--- config.mk ---
export PLATFORM = sky130hd
export DESIGN_NAME = multicycle_ctrl
export DESIGN_NICKNAME = d
export VERILOG_FILES = /design/src/rtl/multicycle_ctrl.sv
export SDC_FILE = /design/constraint.sdc
export NUM_CORES = 1
export LEC_CHECK = 0
export ABC_AREA = 1
export BUFFER_PORTS_ARGS = -buffer_cell sky130_fd_sc_hd__buf_2
export CAP_MARGIN = 20
export CORE_MARGIN = 2
export CORE_UTILIZATION = 41
export CTS_BUF_LIST = sky130_fd_sc_hd__clkbuf_8 sky130_fd_sc_hd__clkbuf_16
export DETAILED_ROUTE_END_ITERATION = 10
export PLACE_DENSITY_LB_ADDON = 0.15
export SLEW_MARGIN = 10
export SYNTH_ARGS = -nofsm -noshare
export SYNTH_HDL_FRONTEND = slang
export SYNTH_SLANG_ARGS = --single-unit
--- constraint.sdc ---
create_clock -name clk -period 2.4 [get_ports clk]
set_input_delay 0.12 -clock clk [delete_from_list [all_inputs] [get_ports clk]]
set_output_delay 0.12 -clock clk [all_outputs]
set_load 0.05 [all_outputs]
--- src/rtl/multicycle_ctrl.sv ---
// multicycle_ctrl: FETCH/DECODE/EXEC/MEM/WB sequencer for the RV32I-subset datapath.
// Outputs are decoded from state and instr; illegal opcodes and ack timeouts trap until reset.
module multicycle_ctrl #(
    parameter int ACK_TIMEOUT = 255,
    parameter int CNT_W       = 32
) (
    input  logic             clk,
    input  logic             rst,
    input  logic [31:0]      instr,
    input  logic             imem_ack,
    input  logic             dmem_ack,
    input  logic             alu_zero,
    output logic             imem_req,
    output logic             dmem_req,
    output logic             dmem_we,
    output logic             ir_we,
    output logic             pc_we,
    output logic             pc_src,
    output logic             reg_write,
    output logic [1:0]       wb_sel,
    output logic             alu_src,
    output logic [3:0]       alu_sel,
    output logic [2:0]       imm_sel,
    output logic             halted,
    output logic [1:0]       fault,
    output logic [CNT_W-1:0] instret
);
    typedef enum logic [2:0] {FETCH, DECODE, EXEC, MEM, WB, TRAP} state_t;

    localparam logic [6:0] OP_R   = 7'b0110011;
    localparam logic [6:0] OP_I   = 7'b0010011;
    localparam logic [6:0] OP_LW  = 7'b0000011;
    localparam logic [6:0] OP_SW  = 7'b0100011;
    localparam logic [6:0] OP_BR  = 7'b1100011;
    localparam logic [6:0] OP_JAL = 7'b1101111;
    localparam logic [6:0] OP_LUI = 7'b0110111;

    localparam logic [3:0] ALU_ADD    = 4'd0;
    localparam logic [3:0] ALU_SUB    = 4'd1;
    localparam logic [3:0] ALU_AND    = 4'd2;
    localparam logic [3:0] ALU_OR     = 4'd3;
    localparam logic [3:0] ALU_XOR    = 4'd4;
    localparam logic [3:0] ALU_SLL    = 4'd5;
    localparam logic [3:0] ALU_SRL    = 4'd6;
    localparam logic [3:0] ALU_SRA    = 4'd7;
    localparam logic [3:0] ALU_SLT    = 4'd8;
    localparam logic [3:0] ALU_SLTU   = 4'd9;
    localparam logic [3:0] ALU_PASS_B = 4'd10;

    localparam logic [7:0] TIMEOUT_LAST = 8'(ACK_TIMEOUT - 1);

    state_t     state;
    logic [7:0] wait_cnt;
    logic [6:0] opcode;
    logic [2:0] funct3;
    logic       alt;
    logic       rd_nz;
    logic       is_r, is_i, is_lw, is_sw, is_br, is_jal, is_lui, legal;
    logic [3:0] alu_op;
    logic [3:0] alu_dec;
    logic       alu_src_dec;
    logic [2:0] imm_dec;
    logic       s_fetch, s_exec, s_mem, s_wb, ctl_on;
    logic       timed_out;
    logic       unused_instr;

    assign opcode       = instr[6:0];
    assign funct3       = instr[14:12];
    assign alt          = instr[30];
    assign rd_nz        = instr[11:7] != 5'd0;
    assign unused_instr = ^{instr[31], instr[29:15]};

    assign is_r   = opcode == OP_R;
    assign is_i   = opcode == OP_I;
    assign is_lw  = opcode == OP_LW;
    assign is_sw  = opcode == OP_SW;
    assign is_br  = opcode == OP_BR && funct3[2:1] == 2'b00;
    assign is_jal = opcode == OP_JAL;
    assign is_lui = opcode == OP_LUI;
    assign legal  = is_r | is_i | is_lw | is_sw | is_br | is_jal | is_lui;

    // funct7[5] only turns ADD into SUB for register-register ops; SRA/SRAI both honour it
    always_comb begin
        alu_op = ALU_ADD;
        case (funct3)
            3'b000:  alu_op = (is_r && alt) ? ALU_SUB : ALU_ADD;
            3'b001:  alu_op = ALU_SLL;
            3'b010:  alu_op = ALU_SLT;
            3'b011:  alu_op = ALU_SLTU;
            3'b100:  alu_op = ALU_XOR;
            3'b101:  alu_op = alt ? ALU_SRA : ALU_SRL;
            3'b110:  alu_op = ALU_OR;
            default: alu_op = ALU_AND;
        endcase
    end

    assign alu_dec     = (is_r | is_i) ? alu_op : is_br ? ALU_SUB : is_lui ? ALU_PASS_B : ALU_ADD;
    assign alu_src_dec = is_i | is_lw | is_sw | is_lui;
    assign imm_dec     = is_sw ? 3'b001 : is_br ? 3'b010 : is_lui ? 3'b011 : is_jal ? 3'b100 : 3'b000;

    assign s_fetch   = state == FETCH;
    assign s_exec    = state == EXEC;
    assign s_mem     = state == MEM;
    assign s_wb      = state == WB;
    assign ctl_on    = s_exec | s_mem | s_wb;
    assign timed_out = wait_cnt == TIMEOUT_LAST;

    assign imem_req  = s_fetch;
    assign ir_we     = s_fetch & imem_ack;
    assign dmem_req  = s_mem;
    assign dmem_we   = s_mem & is_sw;
    assign alu_sel   = ctl_on ? alu_dec : 4'd0;
    assign alu_src   = ctl_on & alu_src_dec;
    assign imm_sel   = ctl_on ? imm_dec : 3'd0;
    assign pc_we     = (s_exec & (is_br | is_jal)) | (s_mem & dmem_ack & is_sw) | s_wb;
    assign pc_src    = s_exec & (is_jal | (is_br & (funct3[0] ^ alu_zero)));
    assign reg_write = rd_nz & ((s_exec & is_jal) | s_wb);
    assign wb_sel    = (s_exec & is_jal) ? 2'b10 : (s_wb & is_lw) ? 2'b01 : 2'b00;
    assign halted    = state == TRAP;

    // wait_cnt defaults to zero so every state entry starts a fresh ack window
    always_ff @(posedge clk) begin
        if (rst) begin
            state    <= FETCH;
            wait_cnt <= 8'd0;
            instret  <= '0;
            fault    <= 2'b00;
        end else begin
            wait_cnt <= 8'd0;
            case (state)
                FETCH: begin
                    if (imem_ack) begin
                        state <= DECODE;
                    end else if (timed_out) begin
                        state <= TRAP;
                        fault <= 2'b10;
                    end else begin
                        wait_cnt <= wait_cnt + 8'd1;
                    end
                end
                DECODE: begin
                    state <= legal ? EXEC : TRAP;
                    fault <= legal ? fault : 2'b01;
                end
                EXEC: begin
                    if (is_br | is_jal) begin
                        state   <= FETCH;
                        instret <= instret + 1'b1;
                    end else begin
                        state <= (is_lw | is_sw) ? MEM : WB;
                    end
                end
                MEM: begin
                    if (dmem_ack) begin
                        state   <= is_sw ? FETCH : WB;
                        instret <= is_sw ? instret + 1'b1 : instret;
                    end else if (timed_out) begin
                        state <= TRAP;
                        fault <= 2'b11;
                    end else begin
                        wait_cnt <= wait_cnt + 8'd1;
                    end
                end
                WB: begin
                    state   <= FETCH;
                    instret <= instret + 1'b1;
                end
                TRAP: state <= TRAP;
                default: state <= TRAP;
            endcase
        end
    end
endmodule

==> results of run 1 <==
[critical path: stages, from the launching register on]
cell,delay (ns)
dfxtp_2,0.50
nand2_4,0.12
nor2_8,0.16
nand2_2,0.07
inv_1,0.08
nand2_1,0.08
nand3_4,0.28
buf_2,0.33
[worst paths after layout]
| kind | startpoint | to | depth (start not counted) |
|---|---|---|---|
| setup / recovery | state[0]$_SDFF_PP0_ | pc_we | 7 |
| setup reg to reg | instret[0]$_SDFFE_PP0P_ | instret[10]$_SDFFE_PP0P_ | 8 |
| hold reg to reg | wait_cnt[0]$_SDFF_PP0_ | wait_cnt[0]$_SDFF_PP0_ | 1 |
| hold / removal | rst | state[0]$_SDFF_PP0_ | 4 |
[registers in the layout, summed over array words and instances, names as in the netlist]
| register | flops |
|---|---|
| instret | 32 |
| state | 3 |
| wait_cnt | 8 |
| fault | 2 |
[cells by family (layout without fill, tap and decap cells)]
kind of cell / Yosys count / count (layout) / synth area share, %
adder cells (fa/ha/maj): 3 / 3 / 1.20
buffers and inverters: 53 / 126 / 7.78
XOR/XNOR: 21 / 21 / 5.87
flip-flops: 45 / 45 / 28.7
AO/OA/AOI/OAI: 52 / 52 / 9.18
AND/OR/NAND/NOR: 338 / 338 / 47.2
[routing by layer]
metal  GRT usage (%)  up-vias  share of wire [%]
met5               0        -                  0
met4            4.55        0               0.75
met1            29.4     1473                 50
li1                -     1767                  -
met3            3.40        7                6.6
met2            31.3       82                 43
[synth_stat cells (all sizes together)]
| library cell | instances | area [um^2] |
|---|---|---|
| a22oi | 1 | 7.51 |
| buf | 6 | 67.6 |
| a31oi | 2 | 12.5 |
| nand2 | 191 | 742 |
| xor2 | 13 | 114 |
| nor4 | 1 | 6.26 |
| a211oi | 1 | 7.51 |
| o21ai | 3 | 15.0 |
| a2111oi | 1 | 8.76 |
| inv | 43 | 161 |
| xnor2 | 8 | 70.1 |
| o211ai | 2 | 20.0 |
| nand3b | 11 | 82.6 |
| nor3b | 1 | 12.5 |
| nand3 | 33 | 188 |
| and2 | 1 | 6.26 |
| nand4 | 4 | 25.0 |
| ha | 3 | 37.5 |
| nor2 | 93 | 403 |
| clkinv | 1 | 3.75 |
| dfxtp | 45 | 901 |
| nor3 | 3 | 15.0 |
| a21oi | 41 | 209 |
| clkbuf | 3 | 11.3 |
| o21bai | 1 | 7.51 |
[stage by stage]
step / std cells / hold WS (ns) / area [um^2]
4_1_cts: 684 / 0.251 / 3660
6_report: 684 / 0.241 / 3660
5_1_grt: 684 / 0.283 / 3660
3_3_place_gp: 676 / 0.446 / 3560
2_1_floorplan: 512 / 0.353 / 3140
3_5_place_dp: 676 / 0.453 / 3560
[final cells by class]
cell class	instances	share of cell area, %
timing repair buffer	74	10.2
sequential	45	24.6
clock buffer	6	2.25
inverter	44	4.51
multi-input combinational	414	54.5
tap	99	3.38
clock inverter	2	0.478
[power groups by stage]
| stage | Sequential [uW] | Clock, uW | Combinational [uW] |
|---|---|---|---|
| finish | 797 | 526 | 388 |
| global route | 801 | 568 | 427 |
| CTS | 796 | 543 | 392 |
| detailed placement | 814 | 0 | 391 |
| global placement | 814 | 0 | 388 |
| floorplan | 836 | 0 | 296 |
==> reports/results.tsv, run 1 <==
stage	metric	value	unit
synthesis	ys_ff_latch	45	
floorplan	core-area	7330	um^2
power_and_ir_drop	p_leak	0.00164	uW
power_and_ir_drop	p_clk_share	30.7	%
placement	place_congestion	0.867	
layout	drive_gt1_share	17.9	%
global_routing	grt_pass1_wl	14000	um
clocking	cts_sinks	45	
layout	area_delta_synth_final	16.8	%
worst_setup_path	regToRegSetupSlack	0.53	ns
synthesis	syn_avg_cell_area	6.12	um^2
power_and_ir_drop	power_density	467	nW/um^2
power_and_ir_drop	power_frac_comb	22.7	%
clocking	htreeDepth	2	
layout	multi_input_area	2000	um^2
synthesis	synth_area	3130	um^2
synthesis	yosys_warnings	0	
worst_setup_path	crit_fanout	26	
layout	layout.nets	624	
timing	worst_slack	0.342	ns
timing	slew_headroom	72.5	%
drt	first_iter_violations	254	
layout	final_common_cell	nand2_1	
synthesis	syn-num-nets	552	
floorplan	pin_count	89	
power_and_ir_drop	power	1710	uW
timing	period_needed	2.06	ns
timing	maxSlewViolCount	0	
power_and_ir_drop	ir_worst_vdd	0.000349	V
timing	setup_violations	0	
global_routing	grt-ovfl-total	0	
global_routing	grt_use_total	20.3	%
power_and_ir_drop	internal_power	1110	uW
worst_setup_path	worstPathArrival	1.94	ns
layout	ff_latch_area	902	um^2
clocking	ctsHoldBuffers	0	
drt	ant_nets	0	
drt	drt_first_pass_iters	5	
drt	vias_per_cell	4.87	
synthesis	synth_cell_types	34	
synthesis	seq_area_frac_synth	28.7	%
worst_setup_path	path_class	reg2out	
power_and_ir_drop	switching_share	35.2	%
worst_setup_path	worst_setup_path_end_kind	output pin	
timing	tightest_slew	0.412	ns
layout	diodes	0	
timing	fmax	0.486	GHz
floorplan	dieWidth	91.4	um
global_routing	grt_max_degree	30	
power_and_ir_drop	switchingPower	602	uW
layout	nFillCells	818	
worst_setup_path	critPathLaunchType	flip-flop	
synthesis	synthCells	512	
worst_hold_path	hp-class	in2reg	
clocking	cts_setup_buffers	0	
drt	route.detailed.drc	0	
floorplan	rows	31	
floorplan	die-area	8360	um^2
power_and_ir_drop	seq_power_share	46.6	%
clocking	cts_buffer_depth	2	
drt	vias	3329	
timing	period_share	85.8	%
worst_setup_path	crit_required	2.28	ns
clocking	cts_made_buffers	5	
outcome	status	completed	
floorplan	die_h	91.4	um
timing	tns	0	ns
clocking	cts_root_buf	clkbuf_8	
clocking	clkLatencyLatePin	0.31	ns
global_routing	grt_pass1_vias	2975	
floorplan	start_util	42.8	%
placement	place_worst_setup_slack	0.430	ns
timing	fin_worst_skew	0.0111	ns
clocking	clkTransAtPathRegs	0.09	ns
drt	post_drt_wl_per_cell	12.0	um
placement	hpwl	6220	um
timing	hold_viol_final	0	
run	maxCapViolCount	0	
placement	placement.io_buffers	72	
drt	drt_wl_total	8220	um
layout	final_core_util	50.0	%
clocking	cts.repair.resized	0	
timing	rsz0062_at_grt	no	
global_routing	antenna_found_initial	0	
layout	final_cell_mix	nand2_1 (185), nor2_1 (87), buf_2 (72), dfxtp_1 (44)	
clocking	cts_tree	done	
Power figures use the tool's default switching activity.
==> run 2, diff against run 1 <==
--- a/config.mk
+++ b/config.mk
@@ -14,4 +14,5 @@
 export DETAILED_ROUTE_END_ITERATION = 10
 export PLACE_DENSITY_LB_ADDON = 0.15
+export SKIP_LAST_GASP = 1
 export SLEW_MARGIN = 10
 export SYNTH_ARGS = -nofsm -noshare
==> constraint.sdc (replaced) <==
create_clock -name clk -period 2.4 [get_ports clk]
set_input_delay 0.24 -clock clk [delete_from_list [all_inputs] [get_ports clk]]
set_output_delay 0.24 -clock clk [all_outputs]
set_load 0.05 [all_outputs]
==> run 2 against run 1 <==
First-iteration DRC count is 25% lower. Sequential power hardly changed. Non-clock buffer count is 2 higher. Sequential share of layout area is 0.26 points lower. Power is 5.3% higher. Final area is 0.92% higher. Critical endpoint unchanged. Critical path depth stayed put. Global-route usage is 0.32 points lower. Worst setup slack worse by 0.18 ns. Clock skew is 0.0049 ns lower. Utilization is 0.46 points higher. Combinational power is 2% higher.
==> reports/results.tsv, run 2 (synthesis results as in run 1) <==
stage	metric	value	unit	change
floorplan	core-area	7330	um^2	unchanged
clocking	htreeDepth	2		unchanged
placement	place_congestion	0.907		was 0.867
drt	post_drt_wl_per_cell	12.0	um	about the same
power_and_ir_drop	ir_worst_vdd	0.000403	V	was 0.000349 V
timing	maxSlewViolCount	0		unchanged
clocking	cts_buffer_depth	2		unchanged
timing	slew_headroom	65.9	%	was 72.5%
worst_setup_path	worst_setup_path_end_kind	output pin		unchanged
drt	drt_wl_total	8210	um	was 8220 um
timing	period_needed	2.24	ns	was 2.06 ns
placement	dp_cells	678		was 676
global_routing	grt_max_degree	30		unchanged
worst_setup_path	critPathLaunchType	flip-flop		unchanged
global_routing	grt-ovfl-total	0		unchanged
layout	final_core_util	50.4	%	was 50.0%
floorplan	rows	31		unchanged
timing	hold_viol_final	0		unchanged
power_and_ir_drop	power_density	487	nW/um^2	was 467 nW/um^2
timing	rsz0062_at_grt	no		unchanged
layout	drive_gt1_share	18.1	%	was 17.9%
timing	setup_violations	0		unchanged
outcome	status	completed		unchanged
layout	finalInstanceArea	3700	um^2	was 3660 um^2
layout	nFillCells	773		was 818
worst_hold_path	hp-class	in2reg		unchanged
clocking	cts_setup_buffers	0		unchanged
drt	vias	3263		was 3,329
layout	multi_input_area	2000	um^2	unchanged
worst_setup_path	worstPathArrival	2.00	ns	was 1.94 ns
global_routing	grt_use_total	19.9	%	was 20.3%
clocking	clkLatencyLatePin	0.30	ns	was 0.31 ns
clocking	cts_sinks	45		unchanged
layout	final-instance-count-excl-fill	686		was 684
worst_setup_path	critPathTopFamily	simple AND/OR/NAND/NOR gates		unchanged
drt	route.detailed.drc	0		unchanged
power_and_ir_drop	p_leak	0.00166	uW	was 0.00164 uW
clocking	cts_root_buf	clkbuf_8		unchanged
timing	tns	0	ns	unchanged
timing	fmax	0.446	GHz	was 0.486 GHz
worst_setup_path	worst_path_max_delay_cell	dfxtp_1		was dfxtp_2
timing	worst_slack	0.159	ns	was 0.342 ns
floorplan	die-area	8360	um^2	unchanged
worst_setup_path	crit_required	2.16	ns	was 2.28 ns
worst_setup_path	critPathMaxStageDelay	0.65	ns	was 0.50 ns
layout	diodes	0		unchanged
drt	drt_first_pass_iters	4		was 5
floorplan	dieWidth	91.4	um	unchanged
drt	ant_nets	0		unchanged
layout	final_common_cell	nand2_1		unchanged
clocking	cts.repair.resized	0		unchanged
global_routing	antenna_found_initial	0		unchanged
clocking	clkTransAtPathRegs	0.08	ns	was 0.09 ns
clocking	cts_made_buffers	5		unchanged
layout	largest_reg_flops	32		unchanged
clocking	ctsHoldBuffers	0		unchanged
floorplan	pin_count	89		unchanged
placement	place_worst_setup_slack	0.468	ns	was 0.430 ns
layout	ff_latch_area	901	um^2	was 902 um^2
global_routing	grt_pass1_wl	13800	um	was 14,000 um
placement	placed_cell_area	3580	um^2	was 3560 um^2
timing	fin_worst_skew	0.00618	ns	was 0.0111 ns
clocking	cts_tree	done		unchanged
worst_setup_path	crit_chain	nand2_4 > nor2_8 > nand2_2 > inv_1 > nand2_1 > nand3_4 > buf_2		unchanged
layout	area_delta_synth_final	17.9	%	was 16.8%
global_routing	grt_pass1_vias	2983		was 2,975
layout	max_flop_register	instret		unchanged
floorplan	start_util	42.8	%	unchanged
run	maxCapViolCount	0		unchanged
worst_setup_path	crit_buf_inv	2		unchanged
timing	period_share	93.4	%	was 85.8%
layout	final_cell_mix	nand2_1 (185), nor2_1 (87), buf_2 (72), dfxtp_1 (45)		was nand2_1 (185), nor2_1 (87), buf_2 (72), dfxtp_1 (44)
floorplan	die_h	91.4	um	unchanged
layout	reg_top3	instret x32, wait_cnt x8, state x3		unchanged
placement	hpwl	6280	um	was 6220 um
drt	first_iter_violations	190		was 254
layout	layout.nets	626		was 624
placement	placement.io_buffers	72		unchanged
timing	tightest_slew	0.510	ns	was 0.412 ns
drt	vias_per_cell	4.76		was 4.87
worst_setup_path	crit_fanout	13		was 26
worst_setup_path	path_class	reg2out		unchanged
## run 2: per-layer routing
metal,track usage (%),share of wire [%]
met5,0,0
met4,4.17,0.69
met3,3.82,5.9
met2,31.2,42
met1,28.4,52
## run 2: layout make-up
class	instances	area share (%)
Clock inverter	2	1.02
Tap cell	99	3.35
Clock buffer	6	2.23
Timing Repair Buffer	76	10.6
Multi-Input combinational cell	414	54.0
Inverter	44	4.47
Sequential cell	45	24.4
## run 2: power by group
| group | switching, uW | total [uW] | internal (uW) |
|---|---|---|---|
| Clock | 273 | 611 | 339 |
| Combinational | 289 | 394 | 106 |
| Sequential | 29.1 | 795 | 766 |
## run 2: per-stage QoR
step	hold slack, ns	power [uW]
floorplan	0.430	1130
global placement	0.444	1210
detailed placement	0.469	1210
CTS	0.312	1820
global route	0.327	1880
finish	0.304	1800
## run 2: path summary, 6_finish.rpt
check	from	end	slack, ns	cells past startpoint
worst max-delay path	state[0]$_SDFF_PP0_	pc_we	0.16	7
worst min-delay path	rst	state[0]$_SDFF_PP0_	0.30	4
worst max register to register	state[0]$_SDFF_PP0_	instret[17]$_SDFFE_PP0P_	0.48	10
worst min register to register	wait_cnt[0]$_SDFF_PP0_	wait_cnt[0]$_SDFF_PP0_	0.48	1
## run 2: worst register-to-register path, stage by stage, from the launching register on
cell     delay (ns)
dfxtp_1        0.65
nand2_4        0.15
nor2_8         0.17
nand2_2        0.07
inv_1          0.08
nand2_1        0.09
nand3_4        0.19
buf_4          0.24
nand3_1        0.09
nand2_1        0.06
nor2_1         0.03
==> run 3, diff against run 2 <==
- REMOVE_ABC_BUFFERS: unset -> 1
==> run 3 against run 2 <==
Die area stayed put. Register-to-register slack gained 0.15 ns. Sequential cell count stayed put. Wire length shrank 2.8%. Combinational power rose by 1%. Worst setup slack better by 0.091 ns. Critical endpoint is now alu_sel[2]. Clock power is 22% lower.
==> reports/results.tsv, run 3 (synthesis results as in run 1) <==
stage	metric	value	unit	change
outcome	status	completed		unchanged
run	maxCapViolCount	0		unchanged
clocking	htreeDepth	2		unchanged
floorplan	start_util	42.8	%	unchanged
placement	place_worst_setup_slack	0.555	ns	was 0.468 ns
worst_setup_path	worst-r2r-cell-count	11		was 10
layout	diodes	0		unchanged
layout	max_flop_register	instret		unchanged
drt	vias_per_cell	4.86		was 4.76
placement	placement.io_buffers	72		unchanged
drt	vias	3328		was 3,263
drt	post_drt_wl_per_cell	11.6	um	was 12.0 um
drt	drt_first_pass_iters	4		unchanged
layout	area_delta_synth_final	16.4	%	was 17.9%
power_and_ir_drop	seq_power_share	47.3	%	was 44.2%
layout	layout.nets	625		was 626
clocking	cts_sinks	45		unchanged
worst_setup_path	path_class	reg2out		unchanged
global_routing	grt_use_total	19.6	%	was 19.9%
drt	drt_wl_total	7980	um	was 8210 um
power_and_ir_drop	p_leak	0.00164	uW	was 0.00166 uW
layout	reg_top3	instret x32, wait_cnt x8, state x3		unchanged
layout	final_core_util	49.8	%	was 50.4%
global_routing	grt-ovfl-total	0		unchanged
worst_setup_path	critPathLaunchType	flip-flop		unchanged
worst_setup_path	crit_fanout	8		was 13
power_and_ir_drop	internal_power	1070	uW	was 1210 uW
clocking	cts_root_buf	clkbuf_8		unchanged
power_and_ir_drop	ir_worst_vdd	0.000276	V	was 0.000403 V
timing	fmax	0.465	GHz	was 0.446 GHz
drt	first_iter_violations	192		was 190
layout	final_common_cell	nand2_1		unchanged
timing	period_share	89.6	%	was 93.4%
power_and_ir_drop	power_density	456	nW/um^2	was 487 nW/um^2
clocking	clkLatencyLatePin	0.31	ns	was 0.30 ns
floorplan	pin_count	89		unchanged
timing	tightest_slew	0.395	ns	was 0.510 ns
floorplan	rows	31		unchanged
clocking	cts.repair.resized	0		unchanged
global_routing	grt_pass1_vias	3058		was 2,983
global_routing	antenna_found_initial	0		unchanged
layout	drive_gt1_share	17.7	%	was 18.1%
clocking	cts_made_buffers	5		unchanged
timing	slew_headroom	73.0	%	was 65.9%
timing	worst_hold_slack	0.394	ns	was 0.304 ns
clocking	cts_buffer_depth	2		unchanged
floorplan	die-area	8360	um^2	unchanged
timing	period_needed	2.15	ns	was 2.24 ns
timing	hold_viol_final	0		unchanged
timing	maxSlewViolCount	0		unchanged
drt	ant_nets	0		unchanged
layout	largest_reg_flops	32		unchanged
worst_setup_path	critPathMaxStageDelay	0.41	ns	was 0.65 ns
clocking	clkTransAtPathRegs	0.07	ns	was 0.08 ns
placement	place_congestion	0.923		was 0.907
power_and_ir_drop	switching_share	35.5	%	was 32.8%
clocking	cts_tree	done		unchanged
floorplan	dieWidth	91.4	um	unchanged
layout	nFillCells	813		was 773
clocking	cts_setup_buffers	0		unchanged
floorplan	core-area	7330	um^2	unchanged
worst_setup_path	worstPathArrival	1.91	ns	was 2.00 ns
worst_hold_path	hp-class	in2reg		unchanged
drt	route.detailed.drc	0		unchanged
worst_hold_path	worstHoldPathCells	4		unchanged
timing	rsz0062_at_grt	no		unchanged
layout	final_cell_mix	nand2_1 (185), nor2_1 (87), buf_2 (72), dfxtp_1 (45)		unchanged
global_routing	grt_pass1_wl	13700	um	was 13,800 um
timing	setup_violations	0		unchanged
placement	hpwl	6200	um	was 6280 um
worst_setup_path	worst_setup_path_end_kind	output pin		unchanged
global_routing	grt_max_degree	30		unchanged
worst_setup_path	worst_path_max_delay_cell	a2111oi_0		was dfxtp_1
power_and_ir_drop	switchingPower	591	uW	was 590 uW
worst_setup_path	crit_chain	nor2_4 > nand2_2 > nand2_1 > inv_1 > a2111oi_0 > buf_2		was nand2_4 > nor2_8 > nand2_2 > inv_1 > nand2_1 > nand3_4 > buf_2
worst_setup_path	crit_required	2.16	ns	about the same
timing	fin_worst_skew	0.0168	ns	was 0.00618 ns
clocking	ctsHoldBuffers	0		unchanged
floorplan	die_h	91.4	um	unchanged
power_and_ir_drop	power	1670	uW	was 1800 uW
power_and_ir_drop	p_clk_share	28.7	%	was 33.9%
timing	worst_slack	0.250	ns	was 0.159 ns
power_and_ir_drop	power_frac_comb	24.0	%	was 21.9%
## run 3: cell types whose count changed in the layout (fill, tap and decap cells not counted)
cell / previous run / this run
buf_4: 4 / 3
bufinv_16: 1 / 0
a2111oi_2: 1 / 0
clkbuf_8: 6 / 5
a2111oi_0: 0 / 1
clkinv_2: 0 / 2
## run 3: metal layers
layer | global-route usage [%] | routed length (um)
met5 | 0 | 0
met3 | 2.66 | 514
met1 | 27.3 | 3930
met4 | 4.42 | 71
met2 | 32.1 | 3470
## run 3: worst max-delay path, delay by kind of cell (launching register included)
kind | cells | cell delay (ns)
DFF | 1 | 0.38
and+or+nand+nor | 3 | 0.36
buffers and inverters | 2 | 0.47
AOI/OAI and AO/OA | 1 | 0.41
## run 3: metrics by stage
stage,TNS (ns),std cells,area [um^2]
CTS,0,685,3650
detailed placement,0,677,3560
global route,0,685,3650
global placement,0,677,3560
finish,0,685,3650
floorplan,-1.15,503,3060
## run 3: path summary, 6_finish.rpt
path / from / end / slack [ns]
hold reg to reg: wait_cnt[0]$_SDFF_PP0_ / wait_cnt[0]$_SDFF_PP0_ / 0.47
hold / removal: rst / state[0]$_SDFF_PP0_ / 0.39
setup / recovery: state[1]$_SDFF_PP0_ / alu_sel[2] / 0.25
setup reg to reg: instret[0]$_SDFFE_PP0P_ / instret[18]$_SDFFE_PP0P_ / 0.63
## run 3: power groups by stage
stage	combinational [uW]	sequential [uW]	clock, uW
floorplan	241	848	0
detailed placement	403	805	0
global placement	400	805	0
CTS	404	788	486
global route	442	791	516
finish	399	788	479
## run 3: final cells by class
cell class                 instances  area (um^2)  share of cell area [%]
sequential                        45          901                    24.7
clock buffer                       5         68.8                    1.89
timing repair buffer              75          383                    10.5
inverter                          44          165                    4.53
tap                               99          124                    3.40
clock inverter                     3         17.5                   0.480
multi-input combinational        414         1990                    54.5
